$ cat src/rtl/sw_transport_pkg.sv
// Shared types and elaboration helpers for the switch-to-data transport.
package sw_transport_pkg;

    // Handshake state: IDLE has nothing to offer, PEND holds an undelivered word.
    typedef enum logic [0:0] {
        IDLE = 1'b0,
        PEND = 1'b1
    } xfer_state_t;

    // True when the switch bank fits in the output word and is non-empty.
    function automatic bit width_ok(input int sw_w, input int data_w);
        return (sw_w >= 1) && (data_w >= sw_w);
    endfunction

endpackage

$ cat src/rtl/sw_debounce.sv
// Switch synchroniser and debouncer: emits a one-cycle event when a new
// value has been stable long enough and differs from the last accepted one.
module sw_debounce
    import sw_transport_pkg::*;
#(
    parameter int SW_W      = 3,
    parameter int DEBOUNCE  = 4,
    parameter int HOLD_ZERO = 1
) (
    input  logic            clk,
    input  logic            rst,
    input  logic [SW_W-1:0] sw,
    output logic [SW_W-1:0] stable_o,
    output logic            event_o
);

    localparam int CNT_W = $clog2(DEBOUNCE + 1);
    localparam logic [CNT_W-1:0] CNT_MAX  = CNT_W'(DEBOUNCE);
    localparam logic [CNT_W-1:0] CNT_QUAL = CNT_W'(DEBOUNCE - 1);

    logic [SW_W-1:0]  sync1_d, sync1_q;
    logic [SW_W-1:0]  sw_s_d, sw_s_q;
    logic [SW_W-1:0]  sw_prev_d, sw_prev_q;
    logic [SW_W-1:0]  stable_d, stable_q;
    logic [CNT_W-1:0] cnt_d, cnt_q;
    logic             qualify_s;
    logic             event_s;

    // Next-state logic: synchroniser shift, stability counter, acceptance.
    always_comb begin
        sync1_d   = sw;
        sw_s_d    = sync1_q;
        sw_prev_d = sw_s_q;

        if (sw_s_q != sw_prev_q) begin
            cnt_d = '0;
        end else if (cnt_q != CNT_MAX) begin
            cnt_d = cnt_q + CNT_W'(1);
        end else begin
            cnt_d = cnt_q;
        end

        // Qualify fires exactly once per settled value because cnt saturates above it.
        qualify_s = (cnt_q == CNT_QUAL) && (sw_s_q == sw_prev_q);

        stable_d = stable_q;
        event_s  = 1'b0;
        if (qualify_s && (sw_prev_q != stable_q)) begin
            stable_d = sw_prev_q;
            if ((HOLD_ZERO != 0) && (sw_prev_q == '0)) begin
                event_s = 1'b0;
            end else begin
                event_s = 1'b1;
            end
        end else begin
            stable_d = stable_q;
        end
    end

    // State registers; everything restarts from zero on reset.
    always_ff @(posedge clk or negedge rst) begin
        if (!rst) begin
            sync1_q   <= '0;
            sw_s_q    <= '0;
            sw_prev_q <= '0;
            stable_q  <= '0;
            cnt_q     <= '0;
        end else begin
            sync1_q   <= sync1_d;
            sw_s_q    <= sw_s_d;
            sw_prev_q <= sw_prev_d;
            stable_q  <= stable_d;
            cnt_q     <= cnt_d;
        end
    end

    // The accepted value is presented in the same cycle as its event so the
    // consumer loads it on the edge that commits it.
    assign stable_o = stable_d;
    assign event_o  = event_s;

endmodule

$ cat src/rtl/sw_transport.sv
// Top level: debounced switch value delivered over valid/ready with
// sticky overrun reporting.
module sw_transport
    import sw_transport_pkg::*;
#(
    parameter int SW_W      = 3,
    parameter int DATA_W    = 8,
    parameter int DEBOUNCE  = 4,
    parameter int HOLD_ZERO = 1
) (
    input  logic              clk,
    input  logic              rst,
    input  logic [SW_W-1:0]   sw,
    input  logic              ready,
    input  logic              ovr_clr,
    output logic [DATA_W-1:0] data,
    output logic              valid,
    output logic              overrun
);

    generate
        if (!width_ok(SW_W, DATA_W)) begin : g_width_chk
            $error("sw_transport: DATA_W must be >= SW_W >= 1");
        end
    endgenerate

    logic [SW_W-1:0]   stable_s;
    logic              event_s;
    logic [DATA_W-1:0] ext_s;
    xfer_state_t       state_d, state_q;
    logic [DATA_W-1:0] data_d, data_q;
    logic              valid_d, valid_q;
    logic              overrun_d, overrun_q;
    logic              ovr_set_s;

    sw_debounce #(
        .SW_W      (SW_W),
        .DEBOUNCE  (DEBOUNCE),
        .HOLD_ZERO (HOLD_ZERO)
    ) u_debounce (
        .clk      (clk),
        .rst      (rst),
        .sw       (sw),
        .stable_o (stable_s),
        .event_o  (event_s)
    );

    // Handshake next-state: load on event, drop valid once consumed.
    always_comb begin
        ext_s              = '0;
        ext_s[SW_W-1:0]    = stable_s;
        state_d            = state_q;
        data_d             = data_q;
        ovr_set_s          = 1'b0;

        case (state_q)
            IDLE: begin
                if (event_s) begin
                    data_d  = ext_s;
                    state_d = PEND;
                end else begin
                    state_d = IDLE;
                end
            end
            PEND: begin
                if (event_s) begin
                    // A value consumed on this edge is not lost, so only an
                    // unconsumed replacement counts as overrun.
                    data_d    = ext_s;
                    state_d   = PEND;
                    ovr_set_s = !ready;
                end else if (ready) begin
                    state_d = IDLE;
                end else begin
                    state_d = PEND;
                end
            end
            default: begin
                state_d = IDLE;
            end
        endcase

        valid_d = (state_d == PEND);

        // Set has priority over clear so a fresh overrun is never hidden.
        if (ovr_set_s) begin
            overrun_d = 1'b1;
        end else if (ovr_clr) begin
            overrun_d = 1'b0;
        end else begin
            overrun_d = overrun_q;
        end
    end

    // Output and state registers.
    always_ff @(posedge clk or negedge rst) begin
        if (!rst) begin
            state_q   <= IDLE;
            data_q    <= '0;
            valid_q   <= 1'b0;
            overrun_q <= 1'b0;
        end else begin
            state_q   <= state_d;
            data_q    <= data_d;
            valid_q   <= valid_d;
            overrun_q <= overrun_d;
        end
    end

    assign data    = data_q;
    assign valid   = valid_q;
    assign overrun = overrun_q;

endmodule

$ cat config.mk
export PLATFORM = sky130hd
export DESIGN_NAME = sw_transport
export DESIGN_NICKNAME = d
export VERILOG_FILES = /design/src/rtl/sw_transport_pkg.sv /design/src/rtl/sw_debounce.sv /design/src/rtl/sw_transport.sv
export SDC_FILE = /design/constraint.sdc
export NUM_CORES = 1
export LEC_CHECK = 0
export CAP_MARGIN = 20
export CORE_MARGIN = 2
export CORE_UTILIZATION = 53
export CTS_CLUSTER_SIZE = 14
export DETAILED_ROUTE_END_ITERATION = 16
export GPL_TIMING_DRIVEN = 0
export PLACE_DENSITY = 0.9
export SKIP_CTS_REPAIR_TIMING = 1
export SYNTH_ARGS = -nofsm -noshare
export SYNTH_HDL_FRONTEND = slang
export SYNTH_SLANG_ARGS = --single-unit
$ cat constraint.sdc
create_clock -name clk -period 4.4 [get_ports clk]
set_input_delay 1.32 -clock clk [delete_from_list [all_inputs] [get_ports clk]]
set_output_delay 1.32 -clock clk [all_outputs]
set_load 0.05 [all_outputs]
== Word-level counts from Yosys, hierarchy flattened ==
Index checks and enable logic that the tools add are counted.

* Bits in registers: 25
* Bits of input ports: 7
* Output and inout port bits: 10
* Word-level logic and storage cells: 35

* Add/subtract/negate cells: 1
* Eq/ne operators: 5
* Muxes and demuxes: 14
* Bitwise operators: 1
* Reduce and logical (&&, ||, !) cells: 6

{| class="wikitable"
|+ Operator list
! cell !! number
|-
| $mux W1 || 9
|-
| $mux W3 || 3
|-
| $mux W8 || 1
|-
| $ne A3 B3 Y1 || 2
|-
| $reduce_bool A2 Y1 || 2
|-
| $add A3 B1 Y3 const B || 1
|-
| $eq A3 B2 Y1 const B || 1
|-
| $eq A3 B3 Y1 || 1
|-
| $logic_not A3 Y1 || 1
|-
| $ne A3 B3 Y1 const B || 1
|-
| $logic_and A1 B1 Y1 || 2
|-
| $pmux W1 S2 || 1
|-
| $logic_not A1 Y1 || 1
|-
| $not A1 Y1 || 1
|}

== Logic depth before layout (Yosys ltp) ==
* Depth after elaboration: 7
* Mapped depth: 6
* Depth with buffers taken out: 5

== Modules after synthesis ==
Synthesis repeated with hierarchy kept, for this count alone.

* Cells, all modules: 69
* Area, all modules: 889.6 µm²

{| class="wikitable"
|+ Modules (own cells, without submodules)
! module !! times used !! cells each !! area an instance (µm²) !! sequential area each (µm²)
|-
| sw_debounce || 1 || 51 || 663.1 || 375.4
|-
| sw_transport || 1 || 18 || 226.5 || 125.1
|}

== Least setup slack after synthesis ==
OpenSTA, ideal clock, no wires.

* Path type: flip-flop to output port
* Start point: register valid_q (netlist: valid)
* End point: output port valid
* Arrival time: 601 ps
* Required time: 3,080 ps
* Path slack: 2,479 ps
* Stages on the path, launching flop included: 1
* Buffers on the path: 0
* Path through: dfrtp_1

{| class="wikitable"
|+ RTL lines
! element !! line !! text
|-
| start: declaration || sw_transport.sv:32 || <nowiki>logic valid_d, valid_q;</nowiki>
|-
| start signal: assignment || sw_transport.sv:105 || <nowiki>valid_q <= valid_d;</nowiki>
|-
| end: declaration || sw_transport.sv:17 || <nowiki>output logic valid,</nowiki>
|}

No word-level cell between the ends.

== Worst setup path in the final report ==
* Start point: register data_q[0] (netlist: data[0])
* End point: output port data[0]

{| class="wikitable"
|+ RTL lines
! element !! line !! text
|-
| start: declaration || sw_transport.sv:31 || <nowiki>logic [DATA_W-1:0] data_d, data_q;</nowiki>
|-
| start signal: assignment || sw_transport.sv:104 || <nowiki>data_q <= data_d;</nowiki>
|-
| end: declaration || sw_transport.sv:16 || <nowiki>output logic [DATA_W-1:0] data,</nowiki>
|}

No word-level cell between the ends.

==> impl_metrics.py <==
metrics = {
    "outcome": {
        "outcome": "completed",
    },
    "worst_setup_path": {
        "critPathTopFamily": "buffers and inverters",
        "r2r_end": "data[2]",
        "cp.buffers_inverters": 1,
        "cp_slowest_stage_delay_ns": 0.83,
        "reg2reg_depth": 4,
        "crit_type": "register to output pin",
        "cp-end-kind": "output pin",
        "ff2ff_setup_slack_ns": 2.61,
        "cp_slowest_cell": "clkdlybuf4s50_1",
        "cp_data_arrival_time_ns": 1.49,
        "critPathMaxFanout": 2,
        "startpoint_type": "register",
        "cp.depth": 1,
        "crit_path_cell_trace": "clkdlybuf4s50_1",
        "rr_startpoint": "u_debounce.sw_prev_q[2]",
        "worstPathRequired_ns": 3.08,
    },
    "grt": {
        "track_usage_pct": 17.4,
        "antenna_found_initial": 0,
        "grt_pass1_wl_mm": 2.35,
        "grt_max_degree": 21,
        "grt_pass1_vias": 499,
        "grt_overflow_total": 0,
    },
    "drt": {
        "wl_per_cell_microns": 13.4,
        "drt_iter0_drc": 2,
        "ant_nets": 0,
        "first_pass_iters": 4,
        "viasPerCell": 5.30,
        "drt_wl_total_mm": 1.42,
        "vias": 562,
        "drc": 0,
    },
    "final_layout": {
        "syn_to_final_growth_pct": 18.5,
        "drive_gt1_share_pct": 18.9,
        "nNetsFinal": 102,
        "diodes": 0,
        "final_common_cell": "dfrtp_1",
        "finish.utilization_pct": 68.9,
        "final_cell_area_sq_mm": 0.00107,
        "layout_common_cells": "20 x dfrtp_1, 11 x clkdlybuf4s50_1, 5 x nand3_1, 5 x buf_4, 5 x conb_1",
    },
    "timing": {
        "maxSlewViolCount": 0,
        "relSlewSlack_pct": 44.2,
        "worst_pin_slew_ns": 0.835,
        "timing.hold.ws_ns": 0.360,
        "rsz0062_at_grt": "no",
        "skew_ns": 0.00288,
        "finalSetupViolCount": 0,
        "final_hold_viol_count": 0,
        "post-route-period-util_pct": 63.8,
        "setup-tns-final_ns": 0,
        "max_freq_mhz": 356,
        "fin_crit_ns": 2.81,
    },
    "placement": {
        "hpwl_mm": 1.11,
        "io_buffers": 11,
        "place_area_sq_mm": 0.00105,
        "gp_congestion": 0.664,
    },
    "yosys": {
        "synthMuxAreaShare_pct": 8.70,
        "ys_warn_count": 0,
        "synth_cell_types": 24,
        "synthAdderAreaFrac_pct": 4.14,
        "synthXorXnorAreaFrac_pct": 6.49,
        "synth_edf_count": 0,
        "synth_area_sq_um": 906,
        "synth_top_family_by_area": "simple AND/OR/NAND/NOR gates",
        "seq_area_frac_synth_pct": 55.2,
        "async_flop_share_pct": 100,
        "syn_area_per_cell_sq_um": 12.6,
        "syn_inst": 72,
        "ys_ff_latch": 20,
        "synthSimpleGateAreaFrac_pct": 11.3,
        "ys.flop_type": "dfrtp_1",
        "synth-compound-area-share_pct": 5.39,
    },
    "power": {
        "combinationalPowerShare_pct": 12.9,
        "total_power_w": 0.000316,
        "vdd_drop_max_mv": 0.259,
        "switching_share_pct": 24.4,
        "power_density_mw_per_mm2": 294,
        "seq_power_share_pct": 61.5,
        "p_leak_nw": 0.497,
        "clkPwrFrac_pct": 25.6,
        "netSwitchingPower_w": 0.0000772,
        "p_int_w": 0.000239,
    },
    "clocking": {
        "clock_latency_ns": 0.29,
        "numCtsBuffers": 3,
        "cts_root_buf": "clkbuf_4",
        "cts_max_level": 1,
        "cts_tree": "built",
        "clockBufferDepth": 2,
        "clock-sinks": 20,
        "clkTransAtPathRegs_ns": 0.09,
    },
    "worst_hold_path": {
        "holdPathStages": 0,
        "hold_start": "u_debounce.sw_s_d[2]",
        "worstHoldPathType": "register to register",
        "hold_end": "u_debounce.sw_prev_d[2]",
    },
    "floorplan": {
        "rows": 14,
        "coreArea_sq_mm": 0.00156,
        "start_util_pct": 58.1,
        "dieArea_sq_mm": 0.00206,
        "fp.dieH_microns": 45.3,
        "ios": 17,
        "dieWidth_microns": 45.3,
    },
    "flow_run": {
        "drv_cap": 0,
    },
}
-- per-layer routing --
metal  vias to the layer above  GRT usage [%]  share of wire [%]
li1                        271              -                  -
met1                       275           22.2                 42
met2                        12           27.1                 52
met3                         4           3.60                3.6
met4                         0           10.6                2.4
met5                         -              0                  0
-- through the flow --
step                      std cells  setup slack, ns
after floorplan                  76             2.48
after global placement          103             1.96
after detailed placement        103             1.90
after CTS                       106             1.58
after global routing            106             1.56
final                           106             1.59
-- kinds of logic (layout without fill, tap and decap cells) --
logic type      count (synthesis)  after routing
compound gates                  8              8
xor+xnor                        5              5
fa+ha+maj                       3              3
buf+inv                        11             25
flops                          20             20
mux                             6              6
other cells                     1              5
simple gates                   18             18
-- synth_stat cells, drive strengths merged (2+ instances only) --
master	n	area share [%]
nand2b	3	2.1
inv	4	1.7
mux2	6	8.7
o21ai	3	1.7
nand3	5	2.8
nor2	3	1.2
buf	7	6.6
nand2	4	1.7
dfrtp	20	55
ha	3	4.1
xnor2	4	5.5
a21oi	2	1.1
-- worst max-delay path by stage --
stage / start / slack, ns / to
after floorplan: valid / 2.48 / valid
after global placement: data[2] / 1.96 / data[2]
after detailed placement: data[0] / 1.90 / data[0]
after CTS: data[0] / 1.58 / data[0]
after global routing: data[0] / 1.56 / data[0]
final: data[0] / 1.59 / data[0]
-- area by class of cell --
class | count | area, sq um
fill | 106 | 485
tap | 16 | 20.0
clock buffer | 3 | 22.5
inverter | 4 | 15.0
timing repair buffer | 11 | 110
buffer | 7 | 60.1
sequential | 20 | 500
multi-input combinational | 45 | 345
-- state kept, by name, indices dropped and copies added, names as in the netlist --
signal	cells
data	3
overrun	1
u_debounce.cnt_q	3
u_debounce.stable_q	3
u_debounce.sw_prev_d	3
u_debounce.sw_prev_q	3
u_debounce.sw_s_d	3
valid	1
-- power by group through the flow --
stage / Sequential (W) / Combinational [W] / Clock, W
after detailed placement: 0.000198 / 0.0000410 / 0
after CTS: 0.000194 / 0.0000412 / 0.0000839
final: 0.000194 / 0.0000408 / 0.0000808
after floorplan: 0.000198 / 0.0000279 / 0
after global placement: 0.000197 / 0.0000398 / 0
after global routing: 0.000195 / 0.0000443 / 0.0000898
Note: power is estimated with default switching activity, not from simulation.
